<file path="config.mk">
export PLATFORM = sky130hd
export DESIGN_NAME = product_accumulator
export DESIGN_NICKNAME = d
export VERILOG_FILES = /design/src/rtl/product_accumulator.sv
export SDC_FILE = /design/constraint.sdc
export NUM_CORES = 1
export LEC_CHECK = 0
export CORE_UTILIZATION = 45
export CTS_CLUSTER_DIAMETER = 200
export CTS_CLUSTER_SIZE = 14
export DETAILED_ROUTE_END_ITERATION = 10
export GPL_ROUTABILITY_DRIVEN = 0
export PLACE_DENSITY = 0.65
export SYNTH_ARGS = -nofsm -noshare
export SYNTH_HDL_FRONTEND = slang
export SYNTH_SLANG_ARGS = --single-unit
</file>
<file path="constraint.sdc">
create_clock -name clk -period 2.85 [get_ports clk]
set_input_delay 0.57 -clock clk [delete_from_list [all_inputs] [get_ports clk]]
set_output_delay 0.57 -clock clk [all_outputs]
set_load 0.1 [all_outputs]
</file>
<file path="src/rtl/product_accumulator.sv">
// Frame accumulator for unsigned 4x4 products: sums terms until in_last or MAX_TERMS, then holds the result.
// Define PRODUCT_ACCUMULATOR_SAT_EN to clamp on overflow instead of wrapping.
module product_accumulator #(
    parameter int ACC_W     = 12,
    parameter int MAX_TERMS = 16
) (
    input  logic             clk,
    input  logic             rst,
    input  logic             in_valid,
    output logic             in_ready,
    input  logic [7:0]       prod,
    input  logic             in_last,
    output logic             out_valid,
    input  logic             out_ready,
    output logic [ACC_W-1:0] acc_out,
    output logic [4:0]       term_cnt,
    output logic             ovf
);

    typedef enum logic [1:0] {
        IDLE  = 2'd0,
        ACCUM = 2'd1,
        HOLD  = 2'd2
    } state_t;

    localparam logic [4:0]       MAX_CNT = 5'(MAX_TERMS);
    localparam logic [ACC_W-1:0] ACC_MAX = '1;

    state_t           state, state_nxt;
    logic             live;
    logic [ACC_W-1:0] acc, acc_nxt;
    logic [4:0]       cnt, cnt_nxt;
    logic             ovf_run, ovf_nxt;
    logic             close;
    logic             accept;
    logic [ACC_W:0]   sum;

    assign accept = in_valid & in_ready;
    assign sum    = {1'b0, acc} + {{(ACC_W - 7){1'b0}}, prod};

    always_comb begin
        state_nxt = state;
        acc_nxt   = acc;
        cnt_nxt   = cnt;
        ovf_nxt   = ovf_run;
        close     = 1'b0;
        case (state)
            IDLE: begin
                if (accept) begin
                    acc_nxt   = {{(ACC_W - 8){1'b0}}, prod};
                    cnt_nxt   = 5'd1;
                    ovf_nxt   = 1'b0;
                    close     = in_last;
                    state_nxt = in_last ? HOLD : ACCUM;
                end
            end
            ACCUM: begin
                if (accept) begin
`ifdef PRODUCT_ACCUMULATOR_SAT_EN
                    acc_nxt = sum[ACC_W] ? ACC_MAX : sum[ACC_W-1:0];
`else
                    acc_nxt = sum[ACC_W-1:0];
`endif
                    cnt_nxt   = cnt + 5'd1;
                    ovf_nxt   = ovf_run | sum[ACC_W];
                    close     = in_last | (cnt_nxt == MAX_CNT);
                    state_nxt = close ? HOLD : ACCUM;
                end
            end
            HOLD: begin
                if (out_ready) begin
                    state_nxt = IDLE;
                end
            end
            default: state_nxt = IDLE;
        endcase
    end

    // live keeps in_ready low while reset is held and until the first edge after release
    always_ff @(posedge clk or posedge rst) begin
        if (rst) begin
            state   <= IDLE;
            live    <= 1'b0;
            acc     <= '0;
            cnt     <= '0;
            ovf_run <= 1'b0;
        end else begin
            state   <= state_nxt;
            live    <= 1'b1;
            acc     <= acc_nxt;
            cnt     <= cnt_nxt;
            ovf_run <= ovf_nxt;
        end
    end

    always_ff @(posedge clk or posedge rst) begin
        if (rst) begin
            acc_out  <= '0;
            term_cnt <= '0;
            ovf      <= 1'b0;
        end else if (close) begin
            acc_out  <= acc_nxt;
            term_cnt <= cnt_nxt;
            ovf      <= ovf_nxt;
        end
    end

    assign in_ready  = live & (state != HOLD);
    assign out_valid = (state == HOLD);

endmodule
</file>
Word level (Yosys, flattened, before mapping):

Index checks and enable logic that the tools add are counted.

* register bits: 39
* latch bits: 0
* RAM bits: 0
* ROM bits: 0
* input port bits: 13
* output and inout bits: 20
* logic and storage cells: 41
* memories kept: 0

* add/subtract/negate cells: 2
* multipliers: 0
* div/mod/pow operators: 0
* order comparisons: 0
* equality and inequality tests: 7
* shifts and indexed selects: 0
* muxes and demuxes: 18
* bitwise gates (word level): 4
* reductions and logical operators: 2

Operators by type and width (count)
* two-way mux 12 bit: 2
* one-hot mux 12 bit (2 select lines): 1
* adder 12 x 8 -> 13 bit: 1
* two-way mux 2 bit: 5
* two-way mux 5 bit: 2
* one-hot mux 5 bit (2 select lines): 1
* inequality test 2 bit (second input constant): 3
* one-hot mux 2 bit (3 select lines): 1
* adder 5 x 1 -> 5 bit (second input constant): 1
* == test 5 bit (second input constant): 1
* two-way mux 1 bit: 4
* one-hot mux 1 bit (2 select lines): 2
* AND reduction 3 bit: 1
* AND 1 bit: 2
* == test 2 x 1 -> 1 bit (second input constant): 1
* == test 2 bit (second input constant): 1
* zero test 2 bit: 1
* inequality test 2 x 1 -> 1 bit (second input constant): 1
* OR 1 bit: 2

Longest topological paths before layout:

* depth after elaboration: 6
* gate-level depth with buffers: 9
* mapped depth without buffers: 9

Worst setup path before layout:

Ideal clock, no wire load.

* path kind: register to register
* start point: reg state[1]
* end point: reg term_cnt[0]
* arrival: 2.238 ns
* required time: 2.725 ns
* slack: 0.487 ns
* cell stages (with the launch flop): 8
* path buffers: 0
* clock period less this slack: 2.363 ns
* cell sequence: dfrtp_1 > nand2b_1 > and2_1 > nand2_1 > ha_1 > mux2i_1 > o21ai_0 > mux2_2

* word-level cells in the longest chain between the ends: 5
* elaborated cells between the ends (all ways): 11
* classes of those cells: 2 x eq/ne; 6 x mux; 2 x bitwise; 1 x reduce/logical

Ends and longest elaborated chain
* from (decl): line 29 `state_t state, state_nxt;`
* from (signal assigned): line 88 `state <= state_nxt;`
* inequality test 2 bit *: line 108 `assign in_ready = live & (state != HOLD);`
* AND 1 bit *: line 108
* via in_ready: line 10 `output logic in_ready,`
* AND 1 bit *: line 38 `assign accept = in_valid & in_ready;`
* two-way mux 5 bit, on equally long branches: line 58, 49
* one-hot mux 5 bit (2 select lines) *: line 47 `case (state)`
* via cnt_nxt[0]: line 32 `logic [4:0] cnt, cnt_nxt;`
* to (signal assigned): line 103 `term_cnt <= cnt_nxt;`
* to (decl): line 16 `output logic [4:0] term_cnt,`

Mark *: on every way through the listed nets, which the timed path passes. The rest lies on a longest branch.
A chain may end at the register's enable or synchronous reset.

Worst setup path in the final report:

* start point: in prod[0]
* end point: reg acc_out[10]

* word-level cells in the longest chain between the ends: 3

Ends and longest elaborated chain
* from (decl): line 11 `input logic [7:0] prod,`
* adder 12 x 8 -> 13 bit: line 39 `assign sum = {1'b0, acc} + {{(ACC_W - 7){1'b0}}, prod};`
* two-way mux 12 bit: line 58 `if (accept) begin`
* one-hot mux 12 bit (2 select lines): line 47
* to (signal assigned): line 102 `acc_out <= acc_nxt;`
* to (decl): line 15 `output logic [ACC_W-1:0] acc_out,`

Every way passes these cells.

==> results by stage <==
Pwr:
- The analysis attributes to cell leakage a power of around 1.2 nW.
- Power spread over the standard cell area amounts to ~1000 mW/mm^2.
- IR analysis of the VDD net gives a maximum drop of ~520 uV.

Critical path:
- The slack of the worst reg-to-reg path is ~0.58 ns.
- The critical register-to-register path startpoint is acc[0].
- The peak per-stage delay on the critical path is 0.52 ns.
- The depth of the most critical reg-to-reg path is 9.
- Data on the critical path is required at its endpoint by 3.08 ns.
- The arrival time at the worst endpoint is around 2.9 ns.
- The worst register-to-register path ends at acc_out[8].
- Of all nets on the critical path, the largest fanout is 6.
- The classification of the worst setup path is input pin to flip-flop.
- The critical path goes through clkdlybuf4s50_1 > ha_1 > inv_1 > fa_1 > nor2b_1 > o21bai_1 > a21oi_1 > nor3_2 > or4b_1 > nand3_1.
- The slowest stage of the critical path belongs to the cell sky130_fd_sc_hd__or4b_1.
- STA classifies the critical path endpoint as a flip-flop.
- STA classifies the critical path startpoint as an input pin.

Yosys:
- Sequential elements use 45.3% of the synthesized area.
- The commonest cells after synthesis are sky130_fd_sc_hd__dfrtp_1 (39), sky130_fd_sc_hd__nand2_1 (18), sky130_fd_sc_hd__mux2_2 (14), sky130_fd_sc_hd__nor2_1 (14).
- The number of library cell types mapped by synthesis is 48.
- The most used flip-flop cell after synthesis is sky130_fd_sc_hd__dfrtp_1.
- The post-synthesis cell count is about 210.
- During synthesis, Yosys emitted a total of 0 warnings.
- The fraction of registers with async set/reset is 100%.
- Summed over all instances, the cell type with the most area after synthesis is sky130_fd_sc_hd__dfrtp_1.
- The number of synthesized register bits is 39.
- After synthesis, the cell types taking the most area are sky130_fd_sc_hd__dfrtp_1 (45%), sky130_fd_sc_hd__mux2_2 (7.3%), sky130_fd_sc_hd__ha_1 (5.8%).
- In this run, synthesis inferred 0 flip-flops with an integrated enable.
- The most used standard cell by instance count after synthesis is sky130_fd_sc_hd__dfrtp_1.
- The post-synthesis cell area is about 0.0022 mm^2.
- The total nets after synthesis is approximately 230.
- A synthesized cell averages around 10 um^2.
- The top cell type by area accounts for roughly 45% of the synthesized area.

Place:
- The placed wire-length estimate after detailed placement is ~3100 um.
- At the placement stage, the worst setup path has a slack of -0.0656 ns.
- Buffers placed on the I/O ports in this run total 32.

Routing:
- The count of vias placed by the detailed router is roughly 1600.
- The total length of routed met2 wires is 1890 um.
- The total routed wirelength is between 4000 and 5000 um.
- For this run, the detailed router's first-pass iteration total came to 7.
- After detailed routing, the met3 layer carries approximately 160 um of wire.
- The detailed router's first-iteration violation count is 74.
- In the final routed layout, each cell accounts on average for approximately 14 um.
- The via density per instance is between 5 and 6.
- Signal routing reaches up to met4.
- The length of routed wiring on met1 is 2120 um.
- The final antenna-violating net count is 0.
- For this run, design rule violations remaining after detail routing come to 1.

Worst hold path:
- The worst hold path begins at acc[4].
- For hold timing, the worst endpoint is acc[4].
- The class of the worst hold path is flip-flop to flip-flop.
- The cell depth of the worst min-delay path is 2.

Finish:
- Summing all flip-flop and latch instances after layout gives approximately 980 um^2.
- The number of nets in the layout is 273.
- After filler insertion, the fill cell instance count of the layout stands at 384.
- The antenna diode count is 0.
- The layout cell share with drive strength beyond 1 is 24.8%.
- The layout overhead on the synthesized area is 22.9%.
- In the final layout, the multi-input gates occupy between 0.001 and 0.0015 mm^2.

Timing:
- After layout, the worst path uses between 90 and 100% of the clock period.
- The final setup slack of the worst path is between 0.2 and 0.25 ns.
- The hold violation total from the final report is 0.
- In the final timing run, aggregate negative setup slack is 0 ns.
- The number of pins exceeding their max-slew limit in the final report is 0.
- For the finished layout, the period the worst path requires is 2.63 ns.
- Derived from the worst setup path, the maximum achievable clock frequency is around 0.38 GHz.
- Setup repair after global routing left no endpoint under its margin.
- For the final database, setup skew stands at roughly 0.005 ns.
- The number of endpoints failing setup at the final stage is 0.

Clock tree:
- The H-tree generated during clock tree synthesis spans 2 levels.
- The number of hold buffers added after cts is 0.
- CTS saw 39 sinks.
- After clock tree synthesis, the clock-pin slew on the worst setup and hold paths is 0.08 ns.
- In this run, post-CTS repair resized a total of 0 instances.
- TritonCTS built the clock tree.
- The post-CTS repair timing setup buffer count is 0.
- The worst-skew pair later-pin latency is 0.29 ns.
- The largest buffer count on any clock path is 2.
- The total clock buffers created by CTS is 5.
- The buffer cell driving the clock tree root is sky130_fd_sc_hd__clkbuf_8.

GRT:
- Global routing finished with a remaining overflow of 0.
- The global-route wire length before repair is 7380 um.
- The via count of the first global-routing pass was 1567.
- Global routing consumed, over all layers together, 18.9% of the routing resources.
- The number of antenna violations at the first check in global routing came to 0.
- Entering global routing, the biggest net connects 40 pins.

Die:
- The die height is roughly 71 um.
- The number of top-level pins is 33.
- The row count is 24.
- For this configuration, the core starts out at a cell density of about half.
- The full die area is just over 0.005 mm^2.
- The total area inside the core boundary comes to around 0.0045 mm^2.
- In this run the horizontal extent of the chip is around 71 um.

Run status:
- The flow ran to the end, but the final reports show violations.
- The checks that failed: DRC.

Job:
- The number of maximum-capacitance violations is 0.
-- sequential cells by signal, indices dropped and copies added, names as in the netlist --
signal / cells
ovf: 1
state: 2
cnt: 5
term_cnt: 5
acc: 12
live: 1
ovf_run: 1
acc_out: 12
-- final cells by class --
cell class	count	share of cell area (%)
Inverter	13	1.84
Clock inverter	3	1.65
Timing Repair Buffer	42	13.5
Multi-Input combinational cell	148	41.1
Clock buffer	5	2.60
Tap cell	52	2.46
Sequential cell	39	36.8
-- how the worst max path moves through the flow --
stage,slack [ns],depth (start not counted),endpoint,start
global route,0.04,10,acc_out[10],prod[0]
floorplan,0.49,7,term_cnt[0],state[1]
global placement,-0.03,10,acc_out[10],prod[0]
CTS,0.23,10,acc_out[10],prod[0]
detailed placement,-0.07,10,acc_out[8],prod[0]
finish,0.22,10,acc_out[10],prod[0]
-- kinds of logic after synthesis --
kind of cell | count (synthesis) | synth area share (%)
buffers and inverters | 22 | 4.24
AND/OR/NAND/NOR | 63 | 15.0
XOR/XNOR | 4 | 1.63
other | 1 | 0.174
multiplexers | 24 | 12.2
flip-flops | 39 | 45.3
adder cells (fa/ha/maj) | 11 | 6.73
AO/OA/AOI/OAI | 45 | 14.8
-- worst max-delay path: cells and delay by family --
| kind | cells | cell delay, ns |
|---|---|---|
| buffers and inverters | 2 | 0.55 |
| AO/OA/AOI/OAI | 2 | 0.29 |
| AND/OR/NAND/NOR | 4 | 0.86 |
| adder cells (fa/ha/maj) | 2 | 0.58 |
-- per-layer routing --
metal,GRT usage (%),up-vias
met2,28.1,32
met1,27.4,755
met4,6.67,0
met5,0,-
met3,4.22,4
li1,-,820
-- placed cells by master (no fill, tap or decap), types with 2 or more instances in the layout --
master                            count
sky130_fd_sc_hd__dfrtp_1             39
sky130_fd_sc_hd__nor3_1               2
sky130_fd_sc_hd__inv_1               13
sky130_fd_sc_hd__a21oi_1              6
sky130_fd_sc_hd__nand3_1              9
sky130_fd_sc_hd__a21o_1               3
sky130_fd_sc_hd__a31oi_1              3
sky130_fd_sc_hd__nand4_1              2
sky130_fd_sc_hd__nor3_2               2
sky130_fd_sc_hd__nand2b_1             3
sky130_fd_sc_hd__nor2_1              14
sky130_fd_sc_hd__o21ai_0             13
sky130_fd_sc_hd__mux2i_1              9
sky130_fd_sc_hd__mux2_2              14
sky130_fd_sc_hd__clkbuf_8             5
sky130_fd_sc_hd__nand2_1             18
sky130_fd_sc_hd__a21oi_2              2
sky130_fd_sc_hd__ha_1                10
sky130_fd_sc_hd__clkdlybuf4s50_1     12
sky130_fd_sc_hd__buf_4               29
sky130_fd_sc_hd__nor2b_1              3
sky130_fd_sc_hd__nand4b_1             2
sky130_fd_sc_hd__a22o_1               4
sky130_fd_sc_hd__and2_1               3
sky130_fd_sc_hd__xnor2_1              3
-- through the flow --
step / total power, mW / hold WS, ns / utilization (%) / instance area [um^2] / cells
2_1_floorplan: 1.93 / 0.454 / - / 2160 / 209
3_3_place_gp: 2.23 / 0.478 / 56.7 / 2540 / 294
3_5_place_dp: 2.24 / 0.485 / 56.7 / 2540 / 294
4_1_cts: 2.71 / 0.509 / 59.2 / 2650 / 302
5_1_grt: 2.85 / 0.534 / 59.2 / 2650 / 302
6_report: 2.69 / 0.506 / 59.2 / 2650 / 302
-- power by group --
group / internal (mW) / switching (mW)
logic: 0.419 / 0.970
registers: 0.715 / 0.123
clock network: 0.261 / 0.206
total: 1.39 / 1.30
Power figures use the tool's default switching activity.
